$ cat config.mk
export PLATFORM = sky130hd
export DESIGN_NAME = regfile_dump_reader
export DESIGN_NICKNAME = d
export VERILOG_FILES = /design/src/rtl/regfile_dump_reader.sv
export SDC_FILE = /design/constraint.sdc
export NUM_CORES = 1
export LEC_CHECK = 0
export CAP_MARGIN = 20
export CORE_UTILIZATION = 68
export CTS_BUF_LIST = sky130_fd_sc_hd__clkbuf_8
export CTS_CLUSTER_DIAMETER = 150
export DETAILED_ROUTE_END_ITERATION = 8
export DONT_BUFFER_PORTS = 1
export PLACE_DENSITY = 0.84
export REMOVE_ABC_BUFFERS = 1
export SLEW_MARGIN = 25
export SYNTH_ARGS = -nofsm -noshare
export SYNTH_HDL_FRONTEND = slang
export SYNTH_SLANG_ARGS = --single-unit
$ cat constraint.sdc
create_clock -name clk -period 4.81 [get_ports clk]
set_input_delay 0.7215 -clock clk [delete_from_list [all_inputs] [get_ports clk]]
set_output_delay 0.7215 -clock clk [all_outputs]
set_load 0.05 [all_outputs]
$ cat src/rtl/regfile_dump_reader.sv
// Debug/trace reader: walks a register range through the register file read port
// and streams {index, data} beats to a valid/ready sink, with a running count and sum.
module regfile_dump_reader #(
  parameter int XLEN  = 32,
  parameter int NREGS = 32,
  localparam int IW   = $clog2(NREGS)
) (
  input  logic            clk,
  input  logic            rst,
  input  logic            start,
  input  logic            abort,
  input  logic [IW-1:0]   first_reg,
  input  logic [IW-1:0]   last_reg,
  output logic [IW-1:0]   rf_read_address,
  input  logic [XLEN-1:0] rf_read_data,
  output logic            dump_valid,
  input  logic            dump_ready,
  output logic [IW-1:0]   dump_index,
  output logic [XLEN-1:0] dump_data,
  output logic            busy,
  output logic            done,
  output logic [IW:0]     word_count,
  output logic [XLEN-1:0] checksum
);

  typedef enum logic [1:0] {
    S_IDLE,
    S_READ,
    S_SEND,
    S_DONE
  } state_t;

  state_t        state;
  state_t        state_next;
  logic [IW-1:0] idx;
  logic [IW-1:0] last_q;
  logic          handshake;

  assign handshake       = (state == S_SEND) && dump_valid && dump_ready;
  assign rf_read_address = (state == S_READ) ? idx : '0;

  always_comb begin
    state_next = state;
    case (state)
      S_IDLE: begin
        if (start && !abort) begin
          state_next = (first_reg <= last_reg) ? S_READ : S_DONE;
        end
      end
      S_READ: state_next = S_SEND;
      S_SEND: begin
        if (handshake) begin
          state_next = (idx == last_q) ? S_DONE : S_READ;
        end
      end
      S_DONE:  state_next = S_IDLE;
      default: state_next = S_IDLE;
    endcase
    if (abort) begin
      state_next = S_IDLE;
    end
  end

  // Status outputs are registered from the next state so they line up with it.
  always_ff @(posedge clk) begin
    if (rst) begin
      state      <= S_IDLE;
      idx        <= '0;
      last_q     <= '0;
      dump_valid <= 1'b0;
      busy       <= 1'b0;
      done       <= 1'b0;
      dump_index <= '0;
      dump_data  <= '0;
      word_count <= '0;
      checksum   <= '0;
    end else begin
      state      <= state_next;
      dump_valid <= (state_next == S_SEND);
      busy       <= (state_next != S_IDLE);
      done       <= (state_next == S_DONE);
      case (state)
        S_IDLE: begin
          if (start && !abort) begin
            idx        <= first_reg;
            last_q     <= last_reg;
            word_count <= '0;
            checksum   <= '0;
          end
        end
        S_READ: begin
          if (!abort) begin
            dump_data  <= rf_read_data;
            dump_index <= idx;
          end
        end
        S_SEND: begin
          // A beat that handshakes alongside abort is dropped entirely.
          if (handshake && !abort) begin
            word_count <= word_count + {{IW{1'b0}}, 1'b1};
            checksum   <= checksum + dump_data;
            if (idx != last_q) begin
              idx <= idx + {{(IW-1){1'b0}}, 1'b1};
            end
          end
        end
        default: ;
      endcase
    end
  end

endmodule

**After elaboration in Yosys (flattened, before gate mapping)**

Cells that the tools add are included.

- Bits in registers: 90
- Bits of input ports: 47

- Add/subtract/negate cells: 3
- $lt $le $gt $ge: 1
- Equal/unequal tests: 10
- Mux-type cells: 17
- Bitwise logic cells: 1
- Reductions and logical operators: 12

Operators with widths:

| cell | number |
|---|---|
| $mux 32 | 2 |
| $pmux 32 s2 | 1 |
| $add 32x32->32 | 1 |
| $mux 5 | 4 |
| $mux 6 | 2 |
| $pmux 6 s2 | 1 |
| $mux 2 | 5 |
| $pmux 5 s2 | 1 |
| $eq 2x2->1 const B | 4 |
| $pmux 2 s4 | 1 |
| $add 6x1->6 const B | 1 |
| $add 5x1->5 const B | 1 |
| $eq 5x5->1 | 1 |
| $le 5x5->1 | 1 |
| $ne 5x5->1 | 1 |
| $logic_and 1x1->1 | 4 |
| $ne 2x1->1 const B | 2 |
| $reduce_and 2->1 | 2 |
| $reduce_and 4->1 | 1 |
| $reduce_bool 2->1 | 2 |
| $reduce_and 3->1 | 1 |
| $eq 2x1->1 const B | 1 |
| $logic_not 2->1 | 1 |
| $ne 2x2->1 const B | 1 |
| 2 further kinds | 2 |

**Depth between registers and ports, before layout**

Gate-level depths: netlist of the first run.

- Depth after elaboration: 7
- Mapped depth: 11

**Worst setup path before layout of the first run**

Ideal clock, no wire load.

- Path type: register to register
- From: reg checksum[0]
- To: reg checksum[16]
- Data arrival time: 2639 ps
- Data required time: 4686 ps
- Path slack: 2047 ps
- Stages on the path, launching flop included: 12
- Period minus slack after synthesis: 2763 ps
- Path through: dfxtp_1 -> ha_1 -> inv_1 -> fa_1 -> nor2b_1 -> o31a_1 -> o211a_1 -> o21ai_0 -> a211oi_1 -> o221ai_1 -> xor2_1 -> o21ai_1

- Word-level cells in the longest chain between the ends: 3

Ends and longest elaborated chain:

| item | line | RTL |
|---|---|---|
| start: declaration | 23 | `output logic [XLEN-1:0] checksum` |
| start signal: assignment | 101 | `checksum <= checksum + dump_data;` |
| $add 32x32->32 | 101 |  |
| $mux 32 | 99 | `if (handshake && !abort) begin` |
| $pmux 32 s2 | 82 | `case (state)` |

Every way passes these cells. The select of a mux whose other input is x is not followed.
A chain may end at the register's enable or synchronous reset.

**Final worst setup path of the first run**

Ends and elaborated chain as after synthesis.

==> results of run 1 <==
==> metal layers <==
| metal | up-vias | track usage (%) |
|---|---|---|
| met5 | - | 0 |
| met4 | 0 | 12.1 |
| met3 | 25 | 7.13 |
| met2 | 184 | 52.5 |
| met1 | 2179 | 39.9 |
| li1 | 2299 | - |
==> registers in the layout (all words and copies together) (netlist names) <==
signal	flops
checksum	32
dump_data	32
word_count	6
dump_index	5
idx	5
last_q	5
state	2
busy	1
done	1
dump_valid	1
==> power groups by stage <==
stage | sequential [mW] | clock (mW) | combinational, mW
after CTS | 0.798 | 0.533 | 0.0904
after detailed placement | 0.816 | 0 | 0.0896
after floorplan | 0.811 | 0 | 0.0688
final | 0.799 | 0.523 | 0.0906
after global routing | 0.801 | 0.559 | 0.101
after global placement | 0.815 | 0 | 0.0850
==> logic make-up after synthesis <==
logic type / Yosys count
and+or+nand+nor: 268
buffers and inverters: 54
xor gates and xnor gates: 32
muxes: 4
DFF: 90
AOI/OAI and AO/OA: 183
adders and majority gates: 39
==> layout make-up <==
cell class,count,area [um2]
multi-input cells,526,3180
fillers,576,1920
flip-flops and latches,90,1800
clock buffers,10,138
well taps,99,124
inverters,19,71.3
clock inverters,6,67.6
repair buffers,3,22.5
==> placed cells by master (no fill, tap or decap), types with 2 or more instances in the layout <==
cell type,instances
a211oi_1,8
a211oi_2,2
a21o_1,13
a21oi_1,81
a21oi_2,2
a221o_1,2
a22oi_1,5
a311oi_1,3
a31oi_1,6
and2_1,6
and3_1,5
and4_1,3
buf_4,3
clkbuf_8,10
clkinv_4,3
dfxtp_1,90
ha_1,38
inv_1,20
mux2i_1,4
nand2_1,129
nand2b_1,6
nand3_1,18
nand4_1,7
nor2_1,54
nor2_2,2
nor2b_1,11
nor3_1,9
o21a_1,2
o21ai_0,26
o21ai_1,3
o21bai_1,6
o221ai_1,2
o31a_1,2
o31ai_1,4
or2_2,4
or3_1,6
xnor2_1,14
xor2_1,18
==> metrics by stage <==
step                total power, mW  area (um2)  hold slack (ns)  setup slack [ns]
floorplan                     0.879        5050            0.442              2.04
global placement              0.900        5200            0.452              1.69
detailed placement            0.906        5200            0.458              1.59
CTS                            1.42        5410            0.412              1.58
global route                   1.46        5410            0.405              1.31
finish                         1.41        5410            0.420              1.55
==> final timing paths <==
kind / slack, ns / end / startpoint / cells past startpoint
max: 1.55 / checksum[16] / checksum[0] / 11
max reg2reg: 1.55 / checksum[16] / checksum[0] / 11
min reg2reg: 0.47 / last_q[2] / last_q[2] / 2
min: 0.42 / dump_data[27] / rst / 1
==> results.yml, run 1 <==
detailed_routing:
  drt_iter0_markers: 224
  drt-total-wl_um: 12600
  wl_met3_um: 935
  top_layer: "met4"
  drtAntennaViolNets: 0
  firstDrtPassIters: 5
  wl_met2_um: 5970
  wl_per_cell_um: 16.8
  via_per_inst: 6.22
  wl_met1_um: 5470
  drc: 0
  via_count: 4687
final_layout:
  syn_to_final_growth_pct: 3.45
  drive_gt1_share_pct: 5.81
  antenna_cells: 0
  fin_util_pct: 73.7
  nets: 735
  instances_no_fill: 753
pwr:
  seqPwrFrac_pct: 56.6
  leakagePower_nw: 2.27
  combPwrFrac_pct: 6.4
  swShare_pct: 26.0
  power.density_nw_per_um2: 261
  irDropWorstVdd_mv: 0.212
  p_sw_mw: 0.367
  pwr-share-clk_pct: 37.0
  intPower_mw: 1.05
sta:
  fmax_mhz: 306
  finClkSkew_ns: 0.0116
  rsz0062_at_grt: "no"
  fin_tns_setup_ns: 0
  finalCriticalPeriod_ns: 3.26
  slew_headroom_pct: 40.6
  tightest_slew_ns: 0.883
  period_share_pct: 67.8
  finalMaxSlewViolations: 0
  setup_viol_count_final: 0
  final-hold-violation-count: 0
synth:
  muxShareOfSynthArea_pct: 0.766
  synth-simple-area-share_pct: 23.2
  synth_top_family_by_area: "simple AND/OR/NAND/NOR gates"
  netlist_top_cells_count: "nand2_1 (129), dfxtp_1 (90), a21oi_1 (81)"
  synthDistinctLibCells: 64
  synth_area_leaders: "dfxtp_1 (34%), nand2_1 (9.3%), ha_1 (9.1%), a21oi_1 (7.8%), nor2_1 (3.9%)"
  syn-mean-instance-area_um2: 7.80
  yosysSeqAreaShare_pct: 34.5
  synth_most_common_cell: "nand2_1"
  ys_warn_count: 0
  ys_ff_latch: 90
  synth_compound_area_share_pct: 22.0
  netlist.area_leader.share_pct: 34.5
  async_reset_ff_share_pct: 0
  synth_enable_flop_cells: 0
  yosys.area_share.adder_pct: 9.48
  synth_top_area_cell: "dfxtp_1"
  netlist_area_um2: 5230
  ys.flop_type: "dfxtp_1"
  synthCells: 670
  synth_xor_area_share_pct: 5.36
floorplanning:
  dieArea_um2: 8040
  ioPinCount: 130
  core_um2: 7330
  row_count: 31
  die_w_um: 89.7
  die_h_um: 89.7
  start_util_pct: 71.3
setup_path:
  crit_path_cell_trace: "ha_1, inv_1, fa_1, nor2b_1, o31a_1, o211a_1, o21ai_0, a211oi_1, o221ai_1, xor2_1, o21ai_1"
  cpMaxStageDelayCell: "dfxtp_1"
  arrival_ns: 3.48
  path_delay_family: "compound AO/OA/AOI/OAI gates"
  max_stage_delay_ns: 0.67
  endpoint_kind: "flip-flop"
  critPathRequiredTime_ns: 5.02
  crit_type: "reg2reg"
  crit_buf_inv: 1
  critPathLaunchType: "flip-flop"
  crit_fanout: 4
hold_path:
  hold_class: "in2reg"
cts:
  postCtsSetupBuffers: 0
  cts_root_buf: "clkbuf_8"
  hold_buffers: 0
  clk_latency_ns: 0.36
  cts_sinks: 90
  cts_buffers: 9
  clock_path_buffers: 2
  cts_resized: 0
  cts.clk_slew.worst_paths_ns: 0.09
  tritoncts: "yes"
  htree_num_levels: 3
global_routing:
  grt_pass1_wl_um: 19700
  grt.overflow.total: 0
  track_usage_pct: 31.6
  grt_pass1_vias: 4316
  grt_antenna_before_repair: 0
  grt_max_degree: 74
run_status:
  status: "completed"
place:
  gp_congestion: 0.917
  dp.cells: 737
  portBuffers: 0
  dp_hpwl_um: 9270
flow_run:
  max_cap_violations: 0
Note: power is estimated with default switching activity, not from simulation.
==> run 2, diff against run 1 <==
--- a/config.mk
+++ b/config.mk
@@ -6,12 +6,12 @@
 export NUM_CORES = 1
 export LEC_CHECK = 0
 export CAP_MARGIN = 20
-export CORE_UTILIZATION = 68
+export CORE_UTILIZATION = 66
 export CTS_BUF_LIST = sky130_fd_sc_hd__clkbuf_8
 export CTS_CLUSTER_DIAMETER = 150
 export DETAILED_ROUTE_END_ITERATION = 8
 export DONT_BUFFER_PORTS = 1
-export PLACE_DENSITY = 0.84
+export PLACE_DENSITY = 0.82
 export REMOVE_ABC_BUFFERS = 1
 export SLEW_MARGIN = 25
 export SYNTH_ARGS = -nofsm -noshare
==> constraint.sdc (replaced) <==
create_clock -name clk -period 3.1 [get_ports clk]
set_input_delay 0.465 -clock clk [delete_from_list [all_inputs] [get_ports clk]]
set_output_delay 0.465 -clock clk [all_outputs]
set_load 0.05 [all_outputs]
==> run 2 against run 1 <==
Against the previous run:
- clock power grew 38%
- cell count grew 8.5%
- clock skew grew 0.0025 ns
- sequential power grew 51%
- register-to-register slack lost 1.3 ns
- combinational power grew 100%
- total power grew 50%
==> results.yml, run 2 (synthesis results as in run 1) <==
hold_path:
  hold_start: "rst"
  hold_class: "in2reg"
  min_path_cells: 1
  hold-path-endpoint: "dump_data[27]"
setup_path:
  timing.rr.start: "dump_data[0]"
  arrival_ns: 3.07
  reg2reg_depth: 11
  rrSetupSlack_ns: 0.28
  worstReg2RegEnd: "checksum[16]"
  crit_fanout: 4
  critPathLaunchType: "flip-flop"
  crit_type: "reg2reg"
  critPathRequiredTime_ns: 3.35
  endpoint_kind: "flip-flop"
sta:
  fmax_mhz: 355
  setup_viol_count_final: 0
  setup_ws_ns: 0.279
  final-hold-violation-count: 0
  finalCriticalPeriod_ns: 2.82
  fin_tns_setup_ns: 0
  slew_headroom_pct: 39.6
  tightest_slew_ns: 0.899
  rsz0062_at_grt: "no"
  finClkSkew_ns: 0.0142
  finalMaxSlewViolations: 0
  period_share_pct: 91.0
detailed_routing:
  wl_met1_um: 5540
  via_per_inst: 6.03
  via_count: 4926
  wl_per_cell_um: 16.1
  drt-total-wl_um: 13100
  drc: 0
  wl_met2_um: 6380
  drt_iter0_markers: 285
  wl_met3_um: 911
  top_layer: "met4"
  drtAntennaViolNets: 0
  firstDrtPassIters: 5
final_layout:
  nets: 796
  drive_gt1_share_pct: 13.7
  syn_to_final_growth_pct: 11.7
  mostFrequentLayoutCells: "nand2_1 (129), dfxtp_1 (90), a21oi_1 (81), buf_4 (64), nor2_1 (54)"
  postLayoutCellArea_um2: 5840
  multiInputGateArea_um2: 3190
  ff_latch_area_um2: 1800
  final_common_cell: "nand2_1"
  antenna_cells: 0
  top_regs: "checksum: 32 flops, dump_data: 32 flops, word_count: 6 flops"
  fillers: 599
floorplanning:
  row_count: 32
  start_util_pct: 68.0
  core_um2: 7690
  dieArea_um2: 8280
  die_w_um: 91.0
  ioPinCount: 130
  die_h_um: 91.0
place:
  dp_hpwl_um: 9450
  place_area_um2: 5670
  dpl_worst_slack_ns: 0.396
  gp_congestion: 0.915
  portBuffers: 0
cts:
  cts_resized: 0
  htree_num_levels: 3
  postCtsSetupBuffers: 0
  cts_root_buf: "clkbuf_8"
  clock_path_buffers: 2
  cts_buffers: 9
  tritoncts: "yes"
  clk_latency_ns: 0.38
  cts.clk_slew.worst_paths_ns: 0.10
  hold_buffers: 0
  cts_sinks: 90
flow_run:
  max_cap_violations: 0
pwr:
  power.density_nw_per_um2: 362
  irDropWorstVdd_mv: 0.272
  leakagePower_nw: 2.58
global_routing:
  grt_max_degree: 74
  grt_pass1_vias: 4722
  grt.overflow.total: 0
  grt_pass1_wl_um: 21300
  grt_antenna_before_repair: 0
  track_usage_pct: 31.7
run_status:
  status: "completed"
## run 2: metrics by stage
stage                     hold slack [ns]  power [mW]  std cells  util [%]
after floorplan                     0.442        1.36        635         -
after detailed placement            0.460        1.42        801      73.7
after global placement              0.451        1.41        801      73.7
after global routing                0.125        2.19        817      75.9
final                               0.138        2.11        817      75.9
after CTS                           0.139        2.12        817      75.9
## run 2: per-layer routing
layer / up-vias / GRT usage (%)
met5: - / 0
met4: 0 / 13.2
met3: 32 / 8.38
met2: 172 / 53.9
met1: 2312 / 38.0
li1: 2410 / -
## run 2: worst max-delay path by stage
stage,startpoint,end,slack [ns],cells past startpoint
3_3_place_gp,dump_data[0],checksum[16],0.47,11
4_1_cts,dump_data[0],checksum[16],0.36,11
6_report,dump_data[0],checksum[16],0.28,11
3_5_place_dp,dump_data[0],checksum[16],0.40,11
2_1_floorplan,checksum[0],checksum[16],0.33,11
5_1_grt,dump_data[0],checksum[16],0.12,11
## run 2: cell type report
| type | instances | share of cell area [%] |
|---|---|---|
| multi-input cells | 526 | 54.6 |
| flip-flops and latches | 90 | 30.9 |
| repair buffers | 64 | 8.23 |
| well taps | 102 | 2.19 |
| clock buffers | 9 | 2.12 |
| inverters | 19 | 1.22 |
| clock inverters | 7 | 0.793 |
## run 2: worst max-delay path, stage by stage, from the launching register on
cell      delay (ns)
dfxtp_1         0.35
ha_1            0.21
inv_1           0.07
fa_1            0.37
nor2b_1         0.20
o31a_1          0.24
o211a_1         0.19
o21ai_0         0.11
a211oi_1        0.48
o221ai_1        0.24
xor2_1          0.16
o21ai_1         0.06
## run 2: where the power goes
| group | internal [mW] | total (mW) | switching, mW |
|---|---|---|---|
| clock network | 0.288 | 0.723 | 0.435 |
| logic | 0.0629 | 0.185 | 0.122 |
| registers | 1.18 | 1.21 | 0.0306 |
| total | 1.53 | 2.11 | 0.587 |
==> run 3, diff against run 2 <==
--- a/config.mk
+++ b/config.mk
@@ -5,13 +5,14 @@
 export SDC_FILE = /design/constraint.sdc
 export NUM_CORES = 1
 export LEC_CHECK = 0
-export CAP_MARGIN = 20
-export CORE_UTILIZATION = 66
+export ABC_AREA = 1
+export CAP_MARGIN = 30
+export CORE_UTILIZATION = 67
 export CTS_BUF_LIST = sky130_fd_sc_hd__clkbuf_8
 export CTS_CLUSTER_DIAMETER = 150
 export DETAILED_ROUTE_END_ITERATION = 8
 export DONT_BUFFER_PORTS = 1
-export PLACE_DENSITY = 0.82
+export PLACE_DENSITY = 0.83
 export REMOVE_ABC_BUFFERS = 1
 export SLEW_MARGIN = 25
 export SYNTH_ARGS = -nofsm -noshare
==> run 3 against run 2 <==
Against the previous run:
- first-iteration DRC count increased by 14%
- fmax increased by 18%
- largest cell class unchanged
- cell count increased by 34%
- non-clock buffer count decreased by 33
- synthesized area increased by 13%
- routed wire length increased by 25%
- die area increased by 11%
- via count increased by 26%
- largest power group unchanged
- synthesized cell count increased by 44%
- clock-buffer cell count unchanged
- design area increased by 9.2%
- total power increased by 11%
==> results.yml, run 3 <==
run_status:
  status: "completed"
setup_path:
  worstReg2RegEnd: "checksum[28]"
  crit_path_end: "checksum[28]"
  endpoint_kind: "flip-flop"
  arrival_ns: 2.70
  path_common_cell: "nand2_1"
  crit_type: "reg2reg"
  crit_cells: 10
  cp-startpoint: "checksum[11]"
  cpMaxStageDelayCell: "dfxtp_1"
  timing.rr.start: "checksum[11]"
  critPathRequiredTime_ns: 3.41
  reg2reg_depth: 10
  path_delay_family: "simple AND/OR/NAND/NOR gates"
  crit_buf_inv: 1
  crit_path_cell_trace: "ha_1, nand2_1, inv_1, a21oi_1, nand3_1, nand2_1, nand2_1, nand2_1, nand3_1, a21oi_1"
  rrSetupSlack_ns: 0.71
  max_stage_delay_ns: 0.70
  critPathLaunchType: "flip-flop"
  crit_fanout: 5
sta:
  setup_viol_count_final: 0
  fin_tns_setup_ns: 0
  finClkSkew_ns: 0.0151
  tightest_slew_ns: 0.695
  period_share_pct: 77.1
  final-hold-violation-count: 0
  rsz0062_at_grt: "no"
  slew_headroom_pct: 53.6
  holdWs_ns: 0.141
  finalCriticalPeriod_ns: 2.39
  fmax_mhz: 418
  finalMaxSlewViolations: 0
final_layout:
  antenna_cells: 0
  final_common_cell: "nand2_1"
  fin_util_pct: 76.1
  ff_latch_area_um2: 1800
  top_regs: "checksum: 32 flops, dump_data: 32 flops, word_count: 6 flops"
  drive_gt1_share_pct: 6.39
  syn_to_final_growth_pct: 7.60
  fillers: 716
  mostFrequentLayoutCells: "nand2_1 (326), inv_1 (140), a21oi_1 (109), nand3_1 (92), dfxtp_1 (90)"
  nets: 1067
  multiInputGateArea_um2: 3440
synth:
  netlist_top_cells_count: "nand2_1 (326), inv_1 (139), a21oi_1 (109)"
  synthDistinctLibCells: 36
  synth_most_common_cell: "nand2_1"
  async_reset_ff_share_pct: 0
  ys.flop_type: "dfxtp_1"
  synthCells: 967
  syn-mean-instance-area_um2: 6.13
  netlist_area_um2: 5920
  ys_ff_latch: 90
  synth_top_area_cell: "dfxtp_1"
  netlist.area_leader.share_pct: 30.4
  synth_enable_flop_cells: 0
  synth_area_leaders: "dfxtp_1 (30%), nand2_1 (21%), a21oi_1 (9.2%), inv_1 (8.8%), ha_1 (8.0%)"
  yosysSeqAreaShare_pct: 30.4
  ys_warn_count: 0
floorplanning:
  start_util_pct: 70.7
  ioPinCount: 130
  die_h_um: 96.0
  die_w_um: 96.0
  row_count: 33
  dieArea_um2: 9220
  core_um2: 8380
detailed_routing:
  wl_per_cell_um: 15.0
  via_per_inst: 5.69
  firstDrtPassIters: 5
  via_count: 6210
  drt-total-wl_um: 16400
  drc: 0
  drt_iter0_markers: 324
  drtAntennaViolNets: 0
global_routing:
  track_usage_pct: 36.7
  grt_max_degree: 74
  grt_antenna_before_repair: 0
  grt.overflow.total: 0
  grt_pass1_vias: 5831
  grt_pass1_wl_um: 25900
hold_path:
  hold_class: "in2reg"
  min_path_cells: 1
cts:
  cts_root_buf: "clkbuf_8"
  cts_sinks: 90
  hold_buffers: 0
  clock_path_buffers: 2
  cts_resized: 0
  htree_num_levels: 3
  tritoncts: "yes"
  clk_latency_ns: 0.38
  cts.clk_slew.worst_paths_ns: 0.10
  cts_buffers: 9
  postCtsSetupBuffers: 0
pwr:
  leakagePower_nw: 3.25
  power.density_nw_per_um2: 368
  irDropWorstVdd_mv: 0.251
place:
  gp_congestion: 0.961
  portBuffers: 0
  dp_hpwl_um: 12200
flow_run:
  max_cap_violations: 0
==> run 3: cell types whose count changed in the layout (fill, tap and decap cells not counted), sizes merged, moves of 17 or more <==
cell   previous run  this run
inv              22       147
buf              64        31
nor2             56        73
a21oi            83       110
nand3            18        93
nand2           129       329
==> run 3: worst register-to-register path: cells and delay by family, from the launching register on <==
family | cells | cell delay (ns)
DFF | 1 | 0.70
buffers and inverters | 1 | 0.06
AOI/OAI and AO/OA | 2 | 0.38
and+or+nand+nor | 6 | 0.80
adders and majority gates | 1 | 0.40
==> run 3: worst min-delay path by stage <==
stage | start | end | slack (ns)
floorplan | last_q[0] | last_q[0] | 0.45
global placement | last_q[0] | last_q[0] | 0.49
detailed placement | last_q[0] | last_q[0] | 0.49
CTS | rst | checksum[29] | 0.14
global route | rst | checksum[29] | 0.14
finish | rst | dump_data[29] | 0.14
==> run 3: metal layers <==
layer	GRT usage, %	up-vias	share of wire, %
met2	63.8	265	46
met3	9.08	37	9.1
li1	-	3073	-
met5	0	-	0
met1	43.4	2835	42
met4	13.3	0	2.3
==> run 3: through the flow <==
step / total power, mW / area (um2) / setup WS [ns] / std cells
floorplan: 1.39 / 5780 / 0.0556 / 939
global placement: 1.44 / 6150 / 0.865 / 1075
detailed placement: 1.45 / 6150 / 0.809 / 1075
CTS: 2.35 / 6370 / 0.784 / 1091
global route: 2.41 / 6370 / 0.546 / 1091
finish: 2.35 / 6370 / 0.710 / 1091
==> run 3: cell families after synthesis <==
kind of cell / count (synthesis) / share of synthesized area (%)
buffers and inverters: 172 / 11.7
and+or+nand+nor: 519 / 36.3
AOI/OAI and AO/OA: 139 / 12.0
adders and majority gates: 39 / 8.36
DFF: 90 / 30.4
xor gates and xnor gates: 8 / 1.18
==> run 3: final cells by class <==
class / instances / area share, %
Multi-Input combinational cell: 705 / 53.9
Sequential cell: 90 / 28.3
Inverter: 144 / 8.60
Timing Repair Buffer: 31 / 3.65
Tap cell: 105 / 2.06
Clock buffer: 9 / 1.94
Clock inverter: 7 / 1.59
==> run 3: where the power goes <==
part | switching [mW] | internal (mW)
Sequential | 0.0557 | 1.18
Clock | 0.461 | 0.463
Combinational | 0.128 | 0.0602
Total | 0.645 | 1.70
